`config.mk`:
```
export PLATFORM = sky130hd
export DESIGN_NAME = uart_rx_flat
export DESIGN_NICKNAME = d
export VERILOG_FILES = /design/src/rtl/uart_rx_if.sv /design/src/rtl/uart_rx.sv /design/src/flat_wrapper.sv
export SDC_FILE = /design/constraint.sdc
export NUM_CORES = 1
export LEC_CHECK = 0
export CAP_MARGIN = 10
export CELL_PAD_IN_SITES_DETAIL_PLACEMENT = 1
export CELL_PAD_IN_SITES_GLOBAL_PLACEMENT = 2
export CORE_MARGIN = 8
export CORE_UTILIZATION = 34
export CTS_CLUSTER_SIZE = 12
export DETAILED_ROUTE_END_ITERATION = 6
export PLACE_DENSITY = 0.88
export SETUP_SLACK_MARGIN = 0.3
export SLEW_MARGIN = 20
export SYNTH_ARGS = -nofsm -noshare
export SYNTH_HDL_FRONTEND = slang
export SYNTH_SLANG_ARGS = --single-unit
```
`constraint.sdc`:
```
create_clock -name clk -period 1.88 [get_ports clk]
set_input_delay 0.376 -clock clk [delete_from_list [all_inputs] [get_ports clk]]
set_output_delay 0.376 -clock clk [all_outputs]
set_load 0.05 [all_outputs]
```
`src/rtl/uart_rx_if.sv`:
```
// Receiver-side signal bundle for uart_rx: the serial line in, and the byte/strobe/status outputs.
// master = the receiver (drives outputs), slave = the byte-level consumer plus the line driver.
interface uart_rx_if #(
    parameter int DATA_BITS = 8
);
    logic                 rx;
    logic [DATA_BITS-1:0] rx_data;
    logic                 rx_valid;
    logic                 rx_busy;
    logic                 framing_err;
    logic                 parity_err;

    modport master (
        input  rx,
        output rx_data, rx_valid, rx_busy, framing_err, parity_err
    );

    modport slave (
        output rx,
        input  rx_data, rx_valid, rx_busy, framing_err, parity_err
    );
endinterface

```
`src/rtl/uart_rx.sv`:
```
// UART receiver (8N1, LSB first, idle high) with mid-bit sampling and one-cycle result strobes.
// Optional even-parity bit between data and stop: define UART_RX_PARITY_EN.
module uart_rx #(
    parameter int CLKS_PER_BIT = 16,
    parameter int DATA_BITS    = 8
) (
    input logic       clk,
    input logic       reset,
    uart_rx_if.master bus
);
    localparam int CNT_W = $clog2(CLKS_PER_BIT);
    localparam int IDX_W = (DATA_BITS > 1) ? $clog2(DATA_BITS) : 1;
    localparam logic [CNT_W-1:0] HALF_CNT = CNT_W'(CLKS_PER_BIT / 2 - 1);
    localparam logic [CNT_W-1:0] FULL_CNT = CNT_W'(CLKS_PER_BIT - 1);
    localparam logic [IDX_W-1:0] LAST_IDX = IDX_W'(DATA_BITS - 1);

    typedef enum logic [2:0] {
        IDLE,
        START,
        DATA,
`ifdef UART_RX_PARITY_EN
        PARITY,
`endif
        STOP,
        DONE
    } state_t;

`ifdef UART_RX_PARITY_EN
    function automatic logic parity_bad(input logic [DATA_BITS-1:0] d, input logic p);
        return ^{d, p};
    endfunction
`endif

    state_t               state_r;
    logic [1:0]           sync_r;
    logic [CNT_W-1:0]     cnt_r;
    logic [IDX_W-1:0]     idx_r;
    logic [DATA_BITS-1:0] shift_r;
    logic [DATA_BITS-1:0] data_r;
    logic                 valid_r;
    logic                 busy_r;
    logic                 ferr_r;
    logic                 perr_r;
    logic                 stop_r;
    logic                 wait_high_r;
    logic                 rx_s;
    logic                 parity_ok_s;

    assign rx_s = sync_r[1];

`ifdef UART_RX_PARITY_EN
    logic par_r;
    assign parity_ok_s = ~parity_bad(shift_r, par_r);
`else
    assign parity_ok_s = 1'b1;
`endif

    // Synchroniser, bit-timing FSM and registered result strobes.
    always_ff @(posedge clk) begin
        if (reset) begin
            sync_r      <= 2'b11;
            state_r     <= IDLE;
            cnt_r       <= '0;
            idx_r       <= '0;
            shift_r     <= '0;
            data_r      <= '0;
            valid_r     <= 1'b0;
            busy_r      <= 1'b0;
            ferr_r      <= 1'b0;
            perr_r      <= 1'b0;
            stop_r      <= 1'b0;
            wait_high_r <= 1'b0;
`ifdef UART_RX_PARITY_EN
            par_r       <= 1'b0;
`endif
        end else begin
            sync_r  <= {sync_r[0], bus.rx};
            valid_r <= 1'b0;
            ferr_r  <= 1'b0;
            perr_r  <= 1'b0;
            cnt_r   <= cnt_r + 1'b1;
            case (state_r)
                IDLE: begin
                    cnt_r <= '0;
                    idx_r <= '0;
                    // After a break the line must go high before a new start edge counts.
                    if (wait_high_r) begin
                        if (rx_s) begin
                            wait_high_r <= 1'b0;
                        end
                    end else if (!rx_s) begin
                        state_r <= START;
                        busy_r  <= 1'b1;
                    end
                end
                START: begin
                    if (cnt_r == HALF_CNT) begin
                        cnt_r <= '0;
                        if (!rx_s) begin
                            state_r <= DATA;
                        end else begin
                            state_r <= IDLE;
                            busy_r  <= 1'b0;
                        end
                    end
                end
                DATA: begin
                    if (cnt_r == FULL_CNT) begin
                        cnt_r          <= '0;
                        shift_r[idx_r] <= rx_s;
                        idx_r          <= idx_r + 1'b1;
                        if (idx_r == LAST_IDX) begin
`ifdef UART_RX_PARITY_EN
                            state_r <= PARITY;
`else
                            state_r <= STOP;
`endif
                        end
                    end
                end
`ifdef UART_RX_PARITY_EN
                PARITY: begin
                    if (cnt_r == FULL_CNT) begin
                        cnt_r   <= '0;
                        par_r   <= rx_s;
                        state_r <= STOP;
                    end
                end
`endif
                STOP: begin
                    if (cnt_r == FULL_CNT) begin
                        cnt_r   <= '0;
                        stop_r  <= rx_s;
                        state_r <= DONE;
                    end
                end
                DONE: begin
                    cnt_r       <= '0;
                    state_r     <= IDLE;
                    busy_r      <= 1'b0;
                    wait_high_r <= ~stop_r;
                    if (stop_r && parity_ok_s) begin
                        data_r  <= shift_r;
                        valid_r <= 1'b1;
                    end else begin
                        ferr_r <= ~stop_r;
                        perr_r <= ~parity_ok_s;
                    end
                end
                default: begin
                    cnt_r   <= '0;
                    state_r <= IDLE;
                    busy_r  <= 1'b0;
                end
            endcase
        end
    end

    assign bus.rx_data     = data_r;
    assign bus.rx_valid    = valid_r;
    assign bus.rx_busy     = busy_r;
    assign bus.framing_err = ferr_r;
`ifdef UART_RX_PARITY_EN
    assign bus.parity_err  = perr_r;
`else
    assign bus.parity_err  = 1'b0;
`endif
endmodule

```
`src/flat_wrapper.sv`:
```
// flat-port wrapper written by rule: the top's interface ports become plain ports
module uart_rx_flat 
#(
    parameter int CLKS_PER_BIT = 16,
    parameter int DATA_BITS    = 8
)
  (clk, reset, bus_rx, bus_rx_data, bus_rx_valid, bus_rx_busy, bus_framing_err, bus_parity_err);
  uart_rx_if #(.DATA_BITS(DATA_BITS)) bus_i ();
  input logic clk;
  input logic reset;
  input wire logic [$bits(bus_i.rx)-1:0] bus_rx;
  output wire logic [$bits(bus_i.rx_data)-1:0] bus_rx_data;
  output wire logic [$bits(bus_i.rx_valid)-1:0] bus_rx_valid;
  output wire logic [$bits(bus_i.rx_busy)-1:0] bus_rx_busy;
  output wire logic [$bits(bus_i.framing_err)-1:0] bus_framing_err;
  output wire logic [$bits(bus_i.parity_err)-1:0] bus_parity_err;
  assign bus_i.rx = bus_rx;
  assign bus_rx_data = bus_i.rx_data;
  assign bus_rx_valid = bus_i.rx_valid;
  assign bus_rx_busy = bus_i.rx_busy;
  assign bus_framing_err = bus_i.framing_err;
  assign bus_parity_err = bus_i.parity_err;
  uart_rx #(.CLKS_PER_BIT(CLKS_PER_BIT), .DATA_BITS(DATA_BITS)) u_core (.clk(clk), .reset(reset), .bus(bus_i));
endmodule
```
==> metrics <==
clock sink count=33; worst r2r src=u_core.cnt_r[0]$_SDFF_PP0_; Core Area=4290 um^2; number of max-cap violations=0; EDFF count, synth=0; post-synth net total=172; DRC viols=0; Critical-path top delay cell=dlygate4sd2_1; worst-path fanout max=2; FF+latch count, synth=33; worst r2r path cells=5; register-to-register setup slack=400 ps; diode count=0; setup TNS=0 ps; Die Y=around 82 um; Warnings, synthesis=0; Design Area, Final=1780 um^2; Post-Synth Adder-Cell Area=roughly 2.5%; count of different cell masters after synthesis=40; Lkg Pwr=0.701 nW; Initial Util=about a third; Simple-Gate Fraction of Synth Area=26.9%; via density per instance=5.03; CP Capture Type=output pin; Worst-Margin Slew=533 ps; mux contribution to synthesized area=8.66%; total gr overflow=0; Post-Synthesis Cells=166; Peak supply drop=roughly 0.32 mV; Largest delay share family, worst path=buffers and inverters; fin util=41.5%; Worst-path clk slew=about 70 ps; CP peak stage delay=around 530 ps; layout cell share with drive strength beyond 1=15.6%; Synth-to-Final Area Change=18.6%; critical path required time=around 1500 ps; Clock Tree Root=clkbuf_8; RSZ-0062 raised after global routing=false; CTS buffer count=5; CTS tree=built; final setup vio count=0; Final min period=around 1500 ps; die width=82.5 um; leading cell types in the layout, fill and taps excluded=32 x dfxtp_1, 18 x nand2_1, 13 x mux2i_1; placed cell area=1660 um^2; drt wl/cell=14.5 um; Ports=15; commonest non-fill, non-tap cell in the layout=dfxtp_1; Min-Delay Startpoint=u_core.sync_r[0]$_SDFF_PP1_; vias in the first global route=1170; worst r2r dst=u_core.idx_r[1]$_SDFFE_PP0P_; Compound-Gate Fraction of Synth Area=10.2%; first-pass GRT wire length=between 5 and 6 mm; Clock Path Buffers=2; PwrDens=829 nW/um^2; H-tree lvl count=2; endpoints failing hold=0; Hold Path Sink=u_core.sync_r[1]$_SDFF_PP1_; min-delay worst type=register to register; Nets=184; crit path kind=register to output pin; Seq/Total Area, Yosys=44.0%; crit path launch=u_core.bus.rx_data[2]$_SDFFE_PP0P_; CP Buf/Inv Count=1; Post-DRT Antenna Nets=0; synthesized area per cell=9.05 um^2; Final period util=80.6%; status=complete, no violations; GP Congestion=0.748; Die ar.=6800 um^2; drt pass-1 iters=4; Max Fclk=660 MHz; Worst setup SP type=register; Max Slew Vio Count=0; Total Routing Usage GR=11.0%; CP cell instances=dlygate4sd2_1; Worst EP arrival=1140 ps; Final Routed Wirelength=about 3.4 mm; Port Buf Inserts=13; largest net degree at the start of global routing=34; HPWL Detailed=approximately 2.4 mm; Post-synth ARST share=0%; initial antenna violation count=0; Post-Synth XOR/XNOR Area=1.75%; Final Skew=5.65 ps; Max-slew headroom=64.3%; Initial DRC Count=59; setup bufs post-CTS=0; Synth Flop Type=dfxtp_1; Cell Rows=24; Skew-Pair Late Insertion Delay=roughly 280 ps; vias=between 1000 and 1500; largest family of logic cells by synthesized area=simple AND/OR/NAND/NOR gates; Post-Syn Area=1500 um^2; hold path depth=1
==> registers in the layout (all words and copies together), names as in the netlist <==
register	count
u_core.bus.framing_err	1
u_core.bus.rx_busy	1
u_core.bus.rx_data	8
u_core.bus.rx_valid	1
u_core.cnt_r	4
u_core.idx_r	3
u_core.shift_r	8
u_core.state_r	3
u_core.stop_r	1
u_core.sync_r	2
u_core.wait_high_r	1
==> worst reg2reg max path, delay by kind of cell (launching register included) <==
kind / cells / cell delay (ps)
AOI/OAI and AO/OA: 1 / 110
adders and majority gates: 1 / 250
muxes: 1 / 200
and+or+nand+nor: 1 / 200
DFF: 1 / 390
buffers and inverters: 1 / 190
==> what timing repair did <==
item | 4_1_cts | 5_1_grt
resized for setup | 5 | 4
setup endpoints to repair | 5 | 18
endpoints found under the hold margin | 0 | 0
hold buffers | 0 | 0
==> power breakdown <==
group	internal (mW)	switching, mW
Clock	0.432	0.252
Combinational	0.0311	0.0450
Sequential	0.705	0.0107
==> per-stage QoR <==
step	instances	total power, mW	hold WS, ps	setup WS (ps)
after floorplan	166	0.786	389	497
after global placement	223	0.804	397	292
after detailed placement	223	0.807	398	186
after CTS	231	1.49	415	313
after global routing	231	1.54	431	314
final	231	1.48	414	364
==> Yosys cell counts, drive strengths merged, types with 2 or more instances <==
cell type  count  area [um^2]
nor4           2         12.5
dfxtp         33          661
or2            2         12.5
nor3           6         40.0
a21oi         10         50.1
nand4          5         31.3
nand2         18         67.6
o32ai          3         26.3
nor2b          3         18.8
clkbuf         6         22.5
nor2          10         40.0
and2           2         12.5
nor3b          2         15.0
inv            6         22.5
xnor2          2         17.5
buf            6         41.3
nand3          6         30.0
nand2b        12         75.1
ha             3         37.5
mux2i         13          130
==> worst max path at each step <==
stage	endpoint	slack (ps)	depth (start not counted)
floorplan	u_core.idx_r[1]$_SDFFE_PP0P_	500	5
global placement	u_core.shift_r[7]$_SDFFE_PP0P_	290	4
detailed placement	u_core.shift_r[0]$_SDFFE_PP0P_	190	4
CTS	u_core.shift_r[5]$_SDFFE_PP0P_	310	4
global route	u_core.shift_r[5]$_SDFFE_PP0P_	310	5
finish	bus_rx_data[2]	360	1
==> logic make-up after synthesis <==
| logic type | count (synthesis) |
|---|---|
| compound gates | 22 |
| xor+xnor | 3 |
| fa+ha+maj | 3 |
| buf+inv | 18 |
| flops | 33 |
| mux | 13 |
| other cells | 1 |
| simple gates | 73 |
==> final cells by class <==
| class | instances | area, um^2 |
|---|---|---|
| clock inverters | 1 | 30.0 |
| fillers | 511 | 2510 |
| multi-input cells | 115 | 763 |
| inverters | 6 | 22.5 |
| flip-flops and latches | 33 | 662 |
| well taps | 52 | 65.1 |
| repair buffers | 17 | 153 |
| clock buffers | 7 | 86.3 |
==> metal layers <==
layer / vias up / track usage [%] / part of all wire, %
li1: 602 / - / -
met1: 538 / 12.7 / 45
met2: 15 / 17.4 / 48
met3: 7 / 3.68 / 4.3
met4: 0 / 6.32 / 2.4
met5: - / 0 / 0
Note: power is estimated with default switching activity, not from simulation.
